<file path="src/rtl/mult_product_accumulator_if.sv">
// Product stream in, group-sum result stream out, between the multiplier
// and the accumulator (slave) and its upstream/downstream users (master).
interface mult_product_accumulator_if #(
  parameter int IN_W  = 64,
  parameter int OUT_W = 64,
  parameter int CNT_W = 16
);
  logic                    clr;
  logic                    in_valid;
  logic                    in_ready;
  logic signed [IN_W-1:0]  in_prod;
  logic                    in_last;
  logic                    out_valid;
  logic                    out_ready;
  logic signed [OUT_W-1:0] out_sum;
  logic [CNT_W-1:0]        out_count;
  logic                    out_sat;

  modport master (
    output clr, in_valid, in_prod, in_last, out_ready,
    input  in_ready, out_valid, out_sum, out_count, out_sat
  );
  modport slave (
    input  clr, in_valid, in_prod, in_last, out_ready,
    output in_ready, out_valid, out_sum, out_count, out_sat
  );
endinterface

</file>
<file path="src/rtl/mult_product_accumulator.sv">
// Sums in_last-delimited groups of signed products into a saturating wide
// accumulator and emits each clipped group sum with its term count.
module mult_product_accumulator #(
  parameter int IN_W  = 64,
  parameter int ACC_W = 80,
  parameter int OUT_W = 64,
  parameter int CNT_W = 16
) (
  input logic                      clk,
  input logic                      reset,
  mult_product_accumulator_if.slave io
);
  localparam logic signed [ACC_W-1:0] ACC_MAX = {1'b0, {(ACC_W-1){1'b1}}};
  localparam logic signed [ACC_W-1:0] ACC_MIN = {1'b1, {(ACC_W-1){1'b0}}};
  localparam logic signed [ACC_W-1:0] OUT_MAX = {{(ACC_W-OUT_W+1){1'b0}}, {(OUT_W-1){1'b1}}};
  localparam logic signed [ACC_W-1:0] OUT_MIN = ~OUT_MAX;
  localparam logic [CNT_W-1:0]        CNT_MAX = '1;

  logic signed [ACC_W-1:0] acc, base_acc, acc_nxt;
  logic [CNT_W-1:0]        cnt, base_cnt, cnt_nxt;
  logic                    acc_sat, base_sat, sat_nxt;
  logic signed [ACC_W:0]   wide;
  logic                    ovf, cnt_hit, clip, beat;
  logic signed [OUT_W-1:0] sum_nxt;

  logic                    out_valid_q, out_sat_q;
  logic signed [OUT_W-1:0] out_sum_q;
  logic [CNT_W-1:0]        out_count_q;

  assign io.in_ready  = ~out_valid_q | io.out_ready;
  assign io.out_valid = out_valid_q;
  assign io.out_sum   = out_sum_q;
  assign io.out_count = out_count_q;
  assign io.out_sat   = out_sat_q;
  assign beat         = io.in_valid & io.in_ready;

  // clr folds into the base so a beat in the clr cycle opens a fresh group
  always_comb begin
    base_acc = io.clr ? '0 : acc;
    base_cnt = io.clr ? '0 : cnt;
    base_sat = io.clr ? 1'b0 : acc_sat;
    wide     = {base_acc[ACC_W-1], base_acc}
             + {{(ACC_W+1-IN_W){io.in_prod[IN_W-1]}}, io.in_prod};
    ovf      = wide[ACC_W] != wide[ACC_W-1];
    acc_nxt  = ovf ? (wide[ACC_W] ? ACC_MIN : ACC_MAX) : wide[ACC_W-1:0];
    cnt_hit  = base_cnt >= CNT_MAX - CNT_W'(1);
    cnt_nxt  = (base_cnt == CNT_MAX) ? CNT_MAX : base_cnt + CNT_W'(1);
    sat_nxt  = base_sat | ovf | cnt_hit;
    clip     = 1'b0;
    sum_nxt  = acc_nxt[OUT_W-1:0];
    if (acc_nxt > OUT_MAX) begin
      sum_nxt = OUT_MAX[OUT_W-1:0];
      clip    = 1'b1;
    end else if (acc_nxt < OUT_MIN) begin
      sum_nxt = OUT_MIN[OUT_W-1:0];
      clip    = 1'b1;
    end
  end

  always_ff @(posedge clk or negedge reset) begin
    if (!reset) begin
      acc     <= '0;
      cnt     <= '0;
      acc_sat <= 1'b0;
    end else if (beat && !io.in_last) begin
      acc     <= acc_nxt;
      cnt     <= cnt_nxt;
      acc_sat <= sat_nxt;
    end else if (beat || io.clr) begin
      acc     <= '0;
      cnt     <= '0;
      acc_sat <= 1'b0;
    end
  end

  // A last beat on the release edge reloads, giving back-to-back results
  always_ff @(posedge clk or negedge reset) begin
    if (!reset) begin
      out_valid_q <= 1'b0;
      out_sum_q   <= '0;
      out_count_q <= '0;
      out_sat_q   <= 1'b0;
    end else if (beat && io.in_last) begin
      out_valid_q <= 1'b1;
      out_sum_q   <= sum_nxt;
      out_count_q <= cnt_nxt;
      out_sat_q   <= sat_nxt | clip;
    end else if (io.out_ready) begin
      out_valid_q <= 1'b0;
    end
  end
endmodule

</file>
<file path="src/flat_wrapper.sv">
// flat-port wrapper written by rule: the top's interface ports become plain ports
module mult_product_accumulator_flat 
#(
  parameter int IN_W  = 64,
  parameter int ACC_W = 80,
  parameter int OUT_W = 64,
  parameter int CNT_W = 16
)
  (clk, reset, io_clr, io_in_valid, io_in_prod, io_in_last, io_out_ready, io_in_ready, io_out_valid, io_out_sum, io_out_count, io_out_sat);
  mult_product_accumulator_if #(.IN_W(IN_W), .OUT_W(OUT_W), .CNT_W(CNT_W)) io_i ();
  input logic clk;
  input logic reset;
  input wire logic [$bits(io_i.clr)-1:0] io_clr;
  input wire logic [$bits(io_i.in_valid)-1:0] io_in_valid;
  input wire logic [$bits(io_i.in_prod)-1:0] io_in_prod;
  input wire logic [$bits(io_i.in_last)-1:0] io_in_last;
  input wire logic [$bits(io_i.out_ready)-1:0] io_out_ready;
  output wire logic [$bits(io_i.in_ready)-1:0] io_in_ready;
  output wire logic [$bits(io_i.out_valid)-1:0] io_out_valid;
  output wire logic [$bits(io_i.out_sum)-1:0] io_out_sum;
  output wire logic [$bits(io_i.out_count)-1:0] io_out_count;
  output wire logic [$bits(io_i.out_sat)-1:0] io_out_sat;
  assign io_i.clr = io_clr;
  assign io_i.in_valid = io_in_valid;
  assign io_i.in_prod = io_in_prod;
  assign io_i.in_last = io_in_last;
  assign io_i.out_ready = io_out_ready;
  assign io_in_ready = io_i.in_ready;
  assign io_out_valid = io_i.out_valid;
  assign io_out_sum = io_i.out_sum;
  assign io_out_count = io_i.out_count;
  assign io_out_sat = io_i.out_sat;
  mult_product_accumulator #(.IN_W(IN_W), .ACC_W(ACC_W), .OUT_W(OUT_W), .CNT_W(CNT_W)) u_core (.clk(clk), .reset(reset), .io(io_i));
endmodule
</file>
<file path="config.mk">
export PLATFORM = sky130hd
export DESIGN_NAME = mult_product_accumulator_flat
export DESIGN_NICKNAME = d
export VERILOG_FILES = /design/src/rtl/mult_product_accumulator_if.sv /design/src/rtl/mult_product_accumulator.sv /design/src/flat_wrapper.sv
export SDC_FILE = /design/constraint.sdc
export NUM_CORES = 1
export LEC_CHECK = 0
export CORE_ASPECT_RATIO = 1.4
export CORE_UTILIZATION = 55
export DETAILED_ROUTE_END_ITERATION = 7
export PLACE_DENSITY = 0.78
export REMOVE_ABC_BUFFERS = 1
export SLEW_MARGIN = 20
export SYNTH_ARGS = -nofsm -noshare
export SYNTH_HDL_FRONTEND = slang
export SYNTH_SLANG_ARGS = --single-unit
</file>
<file path="constraint.sdc">
create_clock -name clk -period 8.2 [get_ports clk]
set_clock_uncertainty 0.05 [all_clocks]
set_input_delay 2.46 -clock clk [delete_from_list [all_inputs] [get_ports clk]]
set_output_delay 2.46 -clock clk [all_outputs]
set_load 0.05 [all_outputs]
</file>
---- Yosys cells after proc, flatten, opt, wreduce, memory -nomap -nowiden ----
Index checks and enable logic that the tools add are counted.
storage, ports and cells
  output and inout bits ................... 83
  register bits after elaboration ......... 179
  input port bits ......................... 70
  logic and storage cells ................. 44
operators by class
  bitwise operators ....................... 6
  add/sub/neg operators ................... 2
  equal/unequal tests ..................... 2
  muxes and demuxes ....................... 18
  reductions and logical operators ........ 6
  $lt $le $gt $ge ......................... 3
operators with widths
  operator                                               number
  2-to-1 mux 80 bit                                      5
  2-to-1 mux 64 bit                                      2
  adder 80 x 64 -> 81 bit                                1
  > comparator 80 x 64 -> 1 bit (second input constant)  1
  < comparator 80 x 64 -> 1 bit (second input constant)  1
  2-to-1 mux 16 bit                                      4
  adder 16 x 1 -> 16 bit (second input constant)         1
  equality test 16 bit (second input constant)           1
  >= comparator 16 bit (second input constant)           1
  2-to-1 mux 1 bit                                       7
  OR 1 bit                                               4
  nonzero test 2 bit                                     2
  logical AND 1 bit                                      2
  bitwise AND 1 bit                                      1
  zero test 1 bit                                        1
  logical OR 1 bit                                       1
  != test 1 bit                                          1
  NOT 1 bit                                              1

---- Longest topological paths before layout ----
  depth in word-level cells ............... 8
  gate-level depth with buffers ........... 30
  depth with buffers taken out ............ 25

---- Worst setup path after synthesis ----
Ideal clock, no wire load.
  path kind ............................... input -> register
  start ................................... input port io_clr
  end ..................................... register u_core.out_sum_q[37] (netlist: u_core.io.out_sum[37])
  data arrival time ....................... 8029 ps
  library setup time ...................... 126 ps
  required time ........................... 8024 ps
  stages on the path ...................... 29
  slack ................................... -5 ps
  buffers on the path ..................... 7
  cells stage by stage .................... clkbuf_1 clkbuf_1 nor2b_1 ha_1 clkbuf_1 nand4_1 or2_1 a211oi_1 a21bo_2 nand3_1 o21ai_1 o41a_1 nor2b_1 o21ai_0 a21oi_1 o21bai_1 xor2_1 ha_1 clkbuf_1 buf_1 nor2b_1 mux2i_1 nand3_1 nor4b_1 nand4_1 o21ai_1 buf_2 buf_2 a21oi_1
on the way
  cells in the longest elaborated chain, start to end .. 7
  elaborated cells on any way between the ends .. 9
  classes of those cells .................. 1 x add/sub; 2 x order compare; 1 x eq/ne; 5 x mux
ends and longest elaborated chain
  what                                                       RTL line                                                        source
  from (decl)                                                flat_wrapper.sv:13                                              input wire logic [$bits(io_i.clr)-1:0] io_clr;
  2-to-1 mux 80 bit (*)                                      mult_product_accumulator.sv:39                                  base_acc = io.clr ? '0 : acc;
  adder 80 x 64 -> 81 bit (*)                                mult_product_accumulator.sv:43                                  + {{(ACC_W+1-IN_W){io.in_prod[IN_W-1]}}, io.in_prod};
  2-to-1 mux 80 bit / != test 1 bit (equally long branches)  mult_product_accumulator.sv:45, mult_product_accumulator.sv:44
  2-to-1 mux 80 bit (*)                                      mult_product_accumulator.sv:45                                  acc_nxt = ovf ? (wide[ACC_W] ? ACC_MIN : ACC_MAX) : wide[ACC_W-1:0];
  < comparator 80 x 64 -> 1 bit                              mult_product_accumulator.sv:54                                  end else if (acc_nxt < OUT_MIN) begin
  2-to-1 mux 64 bit                                          mult_product_accumulator.sv:54
  2-to-1 mux 64 bit (*)                                      mult_product_accumulator.sv:51                                  if (acc_nxt > OUT_MAX) begin
  to (signal assigned)                                       mult_product_accumulator.sv:85                                  out_sum_q <= sum_nxt;
  to (decl)                                                  mult_product_accumulator.sv:27                                  logic signed [OUT_W-1:0] out_sum_q;
Mark *: on every way between the ends. The rest lies on a longest branch, timed or not.
A chain may end at the register's enable or synchronous reset.

---- Worst setup path after layout ----
  start ................................... input port io_clr
  end ..................................... register u_core.out_sat_q (netlist: u_core.io.out_sat)
on the way
  cells in the longest elaborated chain, start to end .. 8
  elaborated cells on any way between the ends .. 15
  classes of those cells .................. 1 x add/sub; 3 x order compare; 1 x eq/ne; 7 x mux; 3 x bitwise
ends and longest elaborated chain
  what                                                       RTL line                                                        source
  2-to-1 mux 80 bit                                          mult_product_accumulator.sv:39
  adder 80 x 64 -> 81 bit                                    mult_product_accumulator.sv:43
  2-to-1 mux 80 bit / != test 1 bit (equally long branches)  mult_product_accumulator.sv:45, mult_product_accumulator.sv:44
  2-to-1 mux 80 bit                                          mult_product_accumulator.sv:45
  < comparator 80 x 64 -> 1 bit                              mult_product_accumulator.sv:54
  2-to-1 mux 1 bit                                           mult_product_accumulator.sv:54
  2-to-1 mux 1 bit                                           mult_product_accumulator.sv:51
  OR 1 bit (*)                                               mult_product_accumulator.sv:87                                  out_sat_q <= sat_nxt | clip;
  to (signal assigned)                                       mult_product_accumulator.sv:87
  to (decl)                                                  mult_product_accumulator.sv:26                                  logic out_valid_q, out_sat_q;
Marks and branches as above.

==> results.cfg <==
[run_status]
status = complete, no violations

[clocking]
cts_sinks = 179
cts-resized-gates = 0
cts_buffer_depth = 2
clk_pin_slew_worst_paths_ps = 70
clock_latency_ps = 460
cts_made_buffers = 17
ctsHoldBuffers = 0
post_cts_buffers = 0
cts_tree = done
htree_levels = 4
cts-root-buf = clkbuf_16

[global_routing]
antenna_found_initial = 1
grt_max_degree = 69
grt_pass1_wl_um = 76600
grt.total_usage_pct = 38.0
grt_pass1_vias = 14400
overflow = 0

[synthesis]
synth_cells = 1789
ys_seq_area_share_pct = 32.0
yosysUniqueCellTypes = 73
netlist.area_leader.share_pct = 32.0
netlist_area_um2 = 14000
ys_ff_latch = 179
ys.flop_type = dfrtp_1
synth_top_cells_by_area = dfrtp_1 32%, ha_1 7.5%, a21oi_1 7.4%
syn_avg_cell_area_um2 = 7.84
ys_warn_count = 0
async_flop_share_pct = 100
synth-edff-count = 0
yosysTopAreaCell = dfrtp_1

[die]
die_h_um = 191
dieArea_um2 = 26100
dieWidth_um = 137
initial_core_util_pct = 56.4
io_pins = 153
coreArea_um2 = 24800
rows = 68

[drt]
first_pass_iters = 8
wl_per_cell_um = 21.6
ant_nets = 0
drc = 0
viasPerCell = 6.39
drtIter0Drc = 1159
vias = 14500
drt_wl_total_um = 49100

[placed_design]
place_congestion = 1.03
dpl.hpwl_um = 36800
numPortBuffers = 152
placedInstanceArea_um2 = 16400

[timing]
worstMarginPinSlew_ps = 875
setup_violations = 0
period_needed_ps = 7870
relSlewSlack_pct = 41.7
post-route-period-util_pct = 96.0
fin_setup_tns_ps = 0
rsz0062_at_grt = no
finalHoldViolations = 0
fmax_mhz = 127
maxSlewViolCount = 0

[setup_path]
crit_type = in2reg
path_buf_inv = 5
path_delay_family = compound AO/OA/AOI/OAI gates
r2r-end = u_core.io.out_sat
r2r.worst_path.cells = 23
cp_data_required_time_ps = 8480
max_stage_delay_ps = 450
start_kind = input pin
critPathArrivalTime_ps = 8150
crit_fanout = 38
worst_setup_path_end_kind = flop
crit_cells = 27
reg2reg_setup_slack_ps = 2390
r2r_start = u_core.acc[30]
crit_start = io_clr
cp_slowest_cell = or4_1
crit_end = u_core.io.out_sat

[flow_run]
maxCapViolCount = 0

[final_layout]
diodes = 0
final_nets = 2101
drive_gt1_share_pct = 8.47
syn2layout_area_growth_pct = 21.7
layout_commonest_cell = a21oi_1
final_cell_mix = 207 x a21oi_1, 199 x o21ai_0, 179 x dfrtp_1
stdcell_area_um2 = 17100

[power]
power_per_cell_area_nw_per_um2 = 272
p_leak_nw = 7.13
vdd_drop_max_uv = 243
total_power_w = 0.00464

[worst_hold_path]
min_path_type = reg2reg
hold_depth = 2
-- worst min-delay path by stage --
stage                                        from                      end
after floorplan                    u_core.acc[63]           u_core.acc[63]
after global placement             u_core.acc[72]           u_core.acc[72]
after detailed placement           u_core.acc[13]           u_core.acc[13]
after CTS                          u_core.acc[75]           u_core.acc[75]
after global routing      u_core.io.out_count[15]  u_core.io.out_count[15]
final                     u_core.io.out_count[15]  u_core.io.out_count[15]
-- report_power, final --
| group | total (W) | internal, W | switching [W] |
|---|---|---|---|
| clock network | 0.000925 | 0.000522 | 0.000403 |
| registers | 0.00123 | 0.00111 | 0.000128 |
| logic | 0.00248 | 0.000873 | 0.00160 |
-- cell families (layout without fill, tap and decap cells) --
group,Yosys count,in the layout,share of synthesized area (%)
adder cells (fa/ha/maj),85,85,7.64
buffers and inverters,147,317,4.23
AND/OR/NAND/NOR,619,619,21.3
flip-flops,179,179,32.0
AO/OA/AOI/OAI,665,665,28.9
multiplexers,8,8,0.589
XOR/XNOR,86,86,5.37
-- flip-flops by register name, summed over array words and instances, names as in the netlist --
| signal | flops |
|---|---|
| u_core.acc_sat | 1 |
| u_core.io.out_sum | 64 |
| u_core.io.out_count | 16 |
| u_core.io.out_valid | 1 |
| u_core.acc | 80 |
| u_core.io.out_sat | 1 |
| u_core.cnt | 16 |
-- through the flow --
| step | worst slack [ps] | hold slack [ps] | cells | util [%] |
|---|---|---|---|---|
| 2_1_floorplan | -2640 | 381 | 1671 | - |
| 3_3_place_gp | 182 | 395 | 2241 | 66.0 |
| 3_5_place_dp | 32.5 | 406 | 2241 | 66.0 |
| 6_report | 332 | 423 | 2274 | 68.7 |
| 4_1_cts | 473 | 423 | 2273 | 68.6 |
| 5_1_grt | 97.8 | 442 | 2274 | 68.7 |
-- cells in the mapped netlist (4+ instances only) --
cell type,number
a211oi_1,13
a21boi_0,7
a21o_1,22
a21oi_1,207
a221oi_1,8
a22o_1,55
a22oi_1,7
a31oi_1,20
a41oi_1,6
and2_1,9
and3_1,11
and4_1,10
buf_2,24
clkbuf_1,88
dfrtp_1,179
ha_1,84
inv_1,28
mux2i_1,6
nand2_1,178
nand2b_1,9
nand3_1,38
nand4_1,43
nor2_1,167
nor2b_1,94
nor3_1,22
nor4_1,11
o211ai_1,8
o21a_1,10
o21ai_0,200
o21ai_1,19
o21bai_1,24
o22ai_1,9
o31ai_1,14
or2_2,11
or3_1,4
xnor2_1,50
xor2_1,36
-- routing by layer --
metal  track usage, %  part of all wire (%)  up-vias
met5                0                 0.026        -
met2             63.9                    49      634
met4             21.0                   5.2        2
met1             46.9                    40     6944
li1                 -                     -     6793
met3             4.30                   5.5      160
-- final cells by class --
type	instances	area, um2
multi-input combinational	1463	9000
fill	2165	7780
sequential	179	4480
timing repair buffer	256	2430
clock buffer	19	433
tap	315	394
clock inverter	13	215
inverter	29	109
-- tightest hold or removal path, delay by kind of cell, from the launching register on --
family | cells | cell delay, ps
flip-flops | 1 | 340
AND/OR/NAND/NOR | 2 | 100
Note: power is estimated with default switching activity, not from simulation.
